--- src/rtl/riscv_pipe_pkg.sv ---
// Shared definitions for the RV32 pipeline hazard logic: forwarding-select
// encodings and the default register-index width.
package riscv_pipe_pkg;

  localparam int DEF_REG_ADDR_W = 5;

  localparam logic [1:0] FWD_RF = 2'b00;  // operand from register file
  localparam logic [1:0] FWD_W  = 2'b01;  // operand from W-stage result
  localparam logic [1:0] FWD_M  = 2'b10;  // operand from M-stage result

endpackage

--- src/rtl/reg_scoreboard.sv ---
// Busy-bit scoreboard for registers owed by the long-latency MDU.
// One set port (issue), one clear port (completion), two lookup ports.
// A same-cycle set and clear on one index leaves the bit set; bit 0 never sets.
module reg_scoreboard
  import riscv_pipe_pkg::*;
#(
  parameter int REG_ADDR_W = DEF_REG_ADDR_W
) (
  input  logic                  clk,
  input  logic                  rst_n,
  input  logic                  i_set_en,
  input  logic [REG_ADDR_W-1:0] i_set_idx,
  input  logic                  i_clr_en,
  input  logic [REG_ADDR_W-1:0] i_clr_idx,
  input  logic [REG_ADDR_W-1:0] i_rd_idx_a,
  input  logic [REG_ADDR_W-1:0] i_rd_idx_b,
  output logic                  o_busy_a,
  output logic                  o_busy_b
);

  localparam int NREG = 2 ** REG_ADDR_W;

  logic [NREG-1:0] r_sb;
  logic [NREG-1:0] w_sb_nxt;

  // Next scoreboard value: clear first so a coincident set takes priority.
  always_comb begin
    w_sb_nxt = r_sb;
    if (i_clr_en) begin
      w_sb_nxt[i_clr_idx] = 1'b0;
    end
    if (i_set_en && (i_set_idx != '0)) begin
      w_sb_nxt[i_set_idx] = 1'b1;
    end
    w_sb_nxt[0] = 1'b0;
  end

  // Scoreboard state register.
  always_ff @(posedge clk or negedge rst_n) begin
    if (!rst_n) begin
      r_sb <= '0;
    end else begin
      r_sb <= w_sb_nxt;
    end
  end

  assign o_busy_a = r_sb[i_rd_idx_a];
  assign o_busy_b = r_sb[i_rd_idx_b];

endmodule

--- src/rtl/hazard_ctrl_sb.sv ---
// Hazard unit for the 5-stage RV32 pipeline: two-source forwarding,
// multi-cycle load-use stall, and MDU scoreboard stall. A taken branch in E
// cancels the stalls and the pending load count. All outputs are forced
// low while reset is held.
module hazard_ctrl_sb
  import riscv_pipe_pkg::*;
#(
  parameter int REG_ADDR_W     = DEF_REG_ADDR_W,
  parameter int LOAD_STALL_CYC = 1,
  parameter int CNT_W          = 4
) (
  input  logic                  clk,
  input  logic                  rst_n,
  input  logic [REG_ADDR_W-1:0] i_rs1_d,
  input  logic [REG_ADDR_W-1:0] i_rs2_d,
  input  logic [REG_ADDR_W-1:0] i_rs1_e,
  input  logic [REG_ADDR_W-1:0] i_rs2_e,
  input  logic [REG_ADDR_W-1:0] i_rd_e,
  input  logic [REG_ADDR_W-1:0] i_rd_m,
  input  logic [REG_ADDR_W-1:0] i_rd_w,
  input  logic                  i_reg_write_m,
  input  logic                  i_reg_write_w,
  input  logic                  i_result_src_e0,
  input  logic                  i_pc_src_e,
  input  logic                  i_mdu_issue_e,
  input  logic                  i_mdu_done,
  input  logic [REG_ADDR_W-1:0] i_mdu_rd,
  output logic [1:0]            o_forward_a_e,
  output logic [1:0]            o_forward_b_e,
  output logic                  o_stall_f,
  output logic                  o_stall_d,
  output logic                  o_flush_d,
  output logic                  o_flush_e,
  output logic                  o_load_stall,
  output logic                  o_sb_stall
);

  localparam logic [CNT_W-1:0] LOAD_RELOAD = CNT_W'(LOAD_STALL_CYC - 1);

  logic [CNT_W-1:0] r_cnt;
  logic             w_lu;
  logic             w_load_stall;
  logic             w_sb_stall;
  logic             w_flush_e;
  logic             w_busy_a;
  logic             w_busy_b;
  logic [1:0]       w_fwd_a;
  logic [1:0]       w_fwd_b;

  // M-stage result is the younger one, so it beats W.
  function automatic logic [1:0] fwd_sel(
    input logic [REG_ADDR_W-1:0] src,
    input logic [REG_ADDR_W-1:0] rd_m,
    input logic                  wr_m,
    input logic [REG_ADDR_W-1:0] rd_w,
    input logic                  wr_w
  );
    logic [1:0] sel;
    sel = FWD_RF;
    if ((src == rd_m) && wr_m && (src != '0)) begin
      sel = FWD_M;
    end else if ((src == rd_w) && wr_w && (src != '0)) begin
      sel = FWD_W;
    end
    return sel;
  endfunction

  // Forwarding selects and combinational hazard detection.
  always_comb begin
    w_fwd_a      = fwd_sel(i_rs1_e, i_rd_m, i_reg_write_m, i_rd_w, i_reg_write_w);
    w_fwd_b      = fwd_sel(i_rs2_e, i_rd_m, i_reg_write_m, i_rd_w, i_reg_write_w);
    w_lu         = i_result_src_e0 && (i_rd_e != '0) &&
                   ((i_rs1_d == i_rd_e) || (i_rs2_d == i_rd_e));
    w_load_stall = w_lu || (r_cnt != '0);
    w_sb_stall   = w_busy_a || w_busy_b;
    w_flush_e    = i_pc_src_e || w_load_stall || w_sb_stall;
  end

  // Remaining load-use stall cycles after the detecting cycle; a taken
  // branch discards whatever is left.
  always_ff @(posedge clk or negedge rst_n) begin
    if (!rst_n) begin
      r_cnt <= '0;
    end else if (i_pc_src_e) begin
      r_cnt <= '0;
    end else if (w_lu) begin
      r_cnt <= LOAD_RELOAD;
    end else if (r_cnt != '0) begin
      r_cnt <= r_cnt - 1'b1;
    end
  end

  // An MDU op squashed in E never reaches the unit, so it must not mark busy.
  reg_scoreboard #(
    .REG_ADDR_W (REG_ADDR_W)
  ) u_sb (
    .clk        (clk),
    .rst_n      (rst_n),
    .i_set_en   (i_mdu_issue_e && !w_flush_e),
    .i_set_idx  (i_rd_e),
    .i_clr_en   (i_mdu_done),
    .i_clr_idx  (i_mdu_rd),
    .i_rd_idx_a (i_rs1_d),
    .i_rd_idx_b (i_rs2_d),
    .o_busy_a   (w_busy_a),
    .o_busy_b   (w_busy_b)
  );

  // Output drive, held low while reset is asserted.
  always_comb begin
    o_forward_a_e = FWD_RF;
    o_forward_b_e = FWD_RF;
    o_stall_f     = 1'b0;
    o_stall_d     = 1'b0;
    o_flush_d     = 1'b0;
    o_flush_e     = 1'b0;
    o_load_stall  = 1'b0;
    o_sb_stall    = 1'b0;
    if (rst_n) begin
      o_forward_a_e = w_fwd_a;
      o_forward_b_e = w_fwd_b;
      o_stall_f     = (w_load_stall || w_sb_stall) && !i_pc_src_e;
      o_stall_d     = (w_load_stall || w_sb_stall) && !i_pc_src_e;
      o_flush_d     = i_pc_src_e;
      o_flush_e     = w_flush_e;
      o_load_stall  = w_load_stall;
      o_sb_stall    = w_sb_stall;
    end
  end

endmodule

--- config.mk ---
export PLATFORM = sky130hd
export DESIGN_NAME = hazard_ctrl_sb
export DESIGN_NICKNAME = d
export VERILOG_FILES = /design/src/rtl/riscv_pipe_pkg.sv /design/src/rtl/reg_scoreboard.sv /design/src/rtl/hazard_ctrl_sb.sv
export SDC_FILE = /design/constraint.sdc
export NUM_CORES = 1
export LEC_CHECK = 0
export CORE_MARGIN = 1
export CORE_UTILIZATION = 53
export CTS_CLUSTER_SIZE = 14
export DETAILED_ROUTE_END_ITERATION = 10
export PLACE_DENSITY = 0.91
export SYNTH_ARGS = -nofsm -noshare
export SYNTH_HDL_FRONTEND = slang
export SYNTH_SLANG_ARGS = --single-unit
--- constraint.sdc ---
create_clock -name clk -period 3.15 [get_ports clk]
set_input_delay 0.63 -clock clk [delete_from_list [all_inputs] [get_ports clk]]
set_output_delay 0.63 -clock clk [all_outputs]
set_load 0.01 [all_outputs]
==> results_dict.tcl, run 1 <==
set metrics [dict create \
    drt_iter0_markers 247 \
    ys_types 52 \
    grt_pass1_vias 2936 \
    clk_path_buf_depth 2 \
    die_h_um 77.0 \
    tns_ns 0 \
    core-area_mm2 0.00527 \
    ios 58 \
    yosysWarnings 0 \
    cts_tree "done" \
    slew_viol_final 0 \
    synth_compound_area_share_pct 23.2 \
    worstMarginPinSlew_ns 0.530 \
    drive_gt1_share_pct 25.4 \
    critPathArrivalTime_ns 2.45 \
    min_period_over_period_pct 97.9 \
    synthXorXnorAreaFrac_pct 9.69 \
    nNetsFinal 434 \
    gp_congestion 0.972 \
    synth_nets 351 \
    initial_utilization_pct 56.6 \
    n_antenna_cell 0 \
    relSlewSlack_pct 64.7 \
    synth_mux_area_share_pct 12.1 \
    vias_per_cell 6.61 \
    syn_area_per_cell_um2 9.88 \
    die_x_um 77.0 \
    synth-simple-area-share_pct 20.0 \
    grt_pass1_wl_um 14900 \
    synthesis.area_mm2 0.00298 \
    r2r-start "u_sb.r_sb[15]" \
    dr.pass1.iters 5 \
    synthCells 302 \
    critical_path.cell_chain "clkdlybuf4s15_2 -> mux4_2 -> nand2b_4 -> nand4b_1 -> and4_4 -> nand2_4 -> o31a_1 -> clkdlybuf4s15_1" \
    r2r_cells 7 \
    routed_wl_um 9430 \
    row_count 26 \
    cts-root-buf "clkbuf_8" \
    leakagePower_nw 1.72 \
    yosysSeqAreaShare_pct 29.4 \
    overflow 0 \
    hpwl_um 6830 \
    synth_fa_ha_area_share_pct 0.419 \
    busiest_layer "met2" \
    yosys_register_bits 35 \
    startpoint_type "input pin" \
    min_period_ns 3.08 \
    hold_viol_final 0 \
    synth_top_family_by_area "compound AO/OA/AOI/OAI gates" \
    antenna_found_initial 0 \
    vias 3014 \
    rrSetupSlack_ns 0.86 \
    routedWlPerCell_um 20.7 \
    max_freq_mhz 324 \
    setup_viol 0 \
    hold_buffers 0 \
    ant_nets 0 \
    r2r_end "u_sb.r_sb[5]" \
    cp_max_fo 3 \
    route.detailed.drc 0 \
    ctsHtreeMaxLevel 2 \
    area_delta_synth_final_pct 33.1 \
    clock-skew-final_ns 0.00399 \
    finalHoldWorstSlack_ns 0.155 \
    clk_latency_ns 0.29 \
    grt_use_met1_pct 41.1 \
    rsz0062_at_grt "false" \
    final_cell_mix "o21ai_0, buf_4, dfrtp_1" \
    clk_pin_slew_worst_paths_ns 0.07 \
    critical_path_class "in -> out" \
    slowest_stage "mux4_2" \
    worst_slack_ns 0.0650 \
    final_common_cell "o21ai_0" \
    cp-end-kind "output port" \
    cts_sinks 35 \
    die-area_mm2 0.00593 \
    grt_usage_pct 32.7 \
    maxCapViolCount 0 \
    dp_slack_ns -0.649 \
    ir_drop_mv 0.315 \
    cp_slowest_stage_delay_ns 0.52 \
    status "finished, final reports clean" \
    worstPathRequired_ns 2.52 \
    grt_max_degree 35 \
    numCtsBuffers 5 \
    port_buffers 57 \
    grt_use_met3_pct 6.79 \
    holdCritPathClass "in -> async" \
    powerDensity_mw_per_mm2 439 \
    grt.met2_usage_pct 52.5 \
]
==> worst max-delay path, delay by kind of cell <==
kind / cells / cell delay, ns
mux: 1 / 0.52
compound gates: 1 / 0.29
buf+inv: 2 / 0.45
simple gates: 4 / 0.56
==> layer usage <==
| layer | wire, µm | vias up |
|---|---|---|
| met1 | 3620 | 1443 |
| met3 | 900 | 47 |
| met2 | 4510 | 209 |
| met4 | 399 | 0 |
| li1 | - | 1315 |
| met5 | 0 | - |
==> cell usage after synthesis (all sizes together) <==
cell	count	area share [%]
o21ai	39	6.5
dfrtp	35	29
xnor2	29	8.5
o41ai	23	12
nand3	21	3.5
nor2	21	2.6
buf	19	4.2
mux2i	15	5.0
nand2	11	1.7
nand3b	11	2.8
mux4	8	6.7
a21oi	5	0.84
nand4	5	1.3
and2	4	0.84
clkbuf	4	0.55
inv	4	0.50
nand2b	4	0.84
nor3	4	0.67
nor4	4	0.84
or3b	4	1.2
xor2	4	1.2
a22oi	3	0.75
nor2b	3	0.63
a311oi	2	0.59
a31oi	2	0.92
or2	2	0.50
or3	2	0.59
or4	2	0.50
a211oi	1	0.25
a31o	1	0.29
and3b	1	0.29
and4	1	0.29
ha	1	0.42
mux2	1	0.38
nand4b	1	0.29
nor4b	1	0.29
nor4bb	1	0.34
o211ai	1	0.25
o22ai	1	0.21
o31a	1	0.29
==> kinds of logic after synthesis <==
logic type                 after synthesis
AOI/OAI and AO/OA                       79
xor gates and xnor gates                33
adders and majority gates                1
buffers and inverters                   27
DFF                                     35
muxes                                   24
and+or+nand+nor                        103
==> layout make-up <==
cell class,instances,area (µm²)
inverter,4,15.0
clock buffer,8,100
timing repair buffer,99,896
multi-input combinational,240,2000
tap,70,87.6
sequential,35,876
fill,338,1300
==> what timing repair did <==
action,4_1_cts,5_1_grt
gates resized for setup,34,11
endpoints found under the setup margin,8,5
endpoints found under the hold margin,0,0
pin swaps,3,5
setup buffers,2,0
==> where the power goes <==
part           switching, W  internal, W
combinational      0.000410     0.000367
sequential        0.0000753     0.000529
clock              0.000162     0.000200
total              0.000648      0.00110
==> worst max path at each step <==
stage               startpoint         to  cells after the start
floorplan           i_rs2_d[2]  o_stall_f                      9
global placement    i_rs1_d[0]  o_flush_e                      8
detailed placement  i_rs1_d[0]  o_flush_e                      8
CTS                 i_rs2_d[0]  o_flush_e                      8
global route        i_rs2_d[0]  o_flush_e                     10
finish              i_rs2_d[0]  o_flush_e                      8
==> sequential cells by signal, indices dropped and copies added (netlist names) <==
register	flops
r_cnt	4
u_sb.r_sb	31
==> through the flow <==
stage | instances | total power (W) | cell area [µm²] | util, %
floorplan | 302 | 0.00106 | 2980 | -
global placement | 446 | 0.00130 | 3820 | 72.5
detailed placement | 446 | 0.00133 | 3820 | 72.5
CTS | 456 | 0.00172 | 3940 | 74.7
global route | 456 | 0.00183 | 3970 | 75.3
finish | 456 | 0.00174 | 3970 | 75.3
(Power assumes the default switching activity.)
==> run 2: changes to the inputs <==
--- a/config.mk
+++ b/config.mk
@@ -7,7 +7,6 @@
 export LEC_CHECK = 0
 export CORE_MARGIN = 1
 export CORE_UTILIZATION = 53
-export CTS_CLUSTER_SIZE = 14
 export DETAILED_ROUTE_END_ITERATION = 10
 export PLACE_DENSITY = 0.91
 export SYNTH_ARGS = -nofsm -noshare
==> results of run 2 <==
Same layout as run 1: the final DEF is identical, and so are final timing and power.
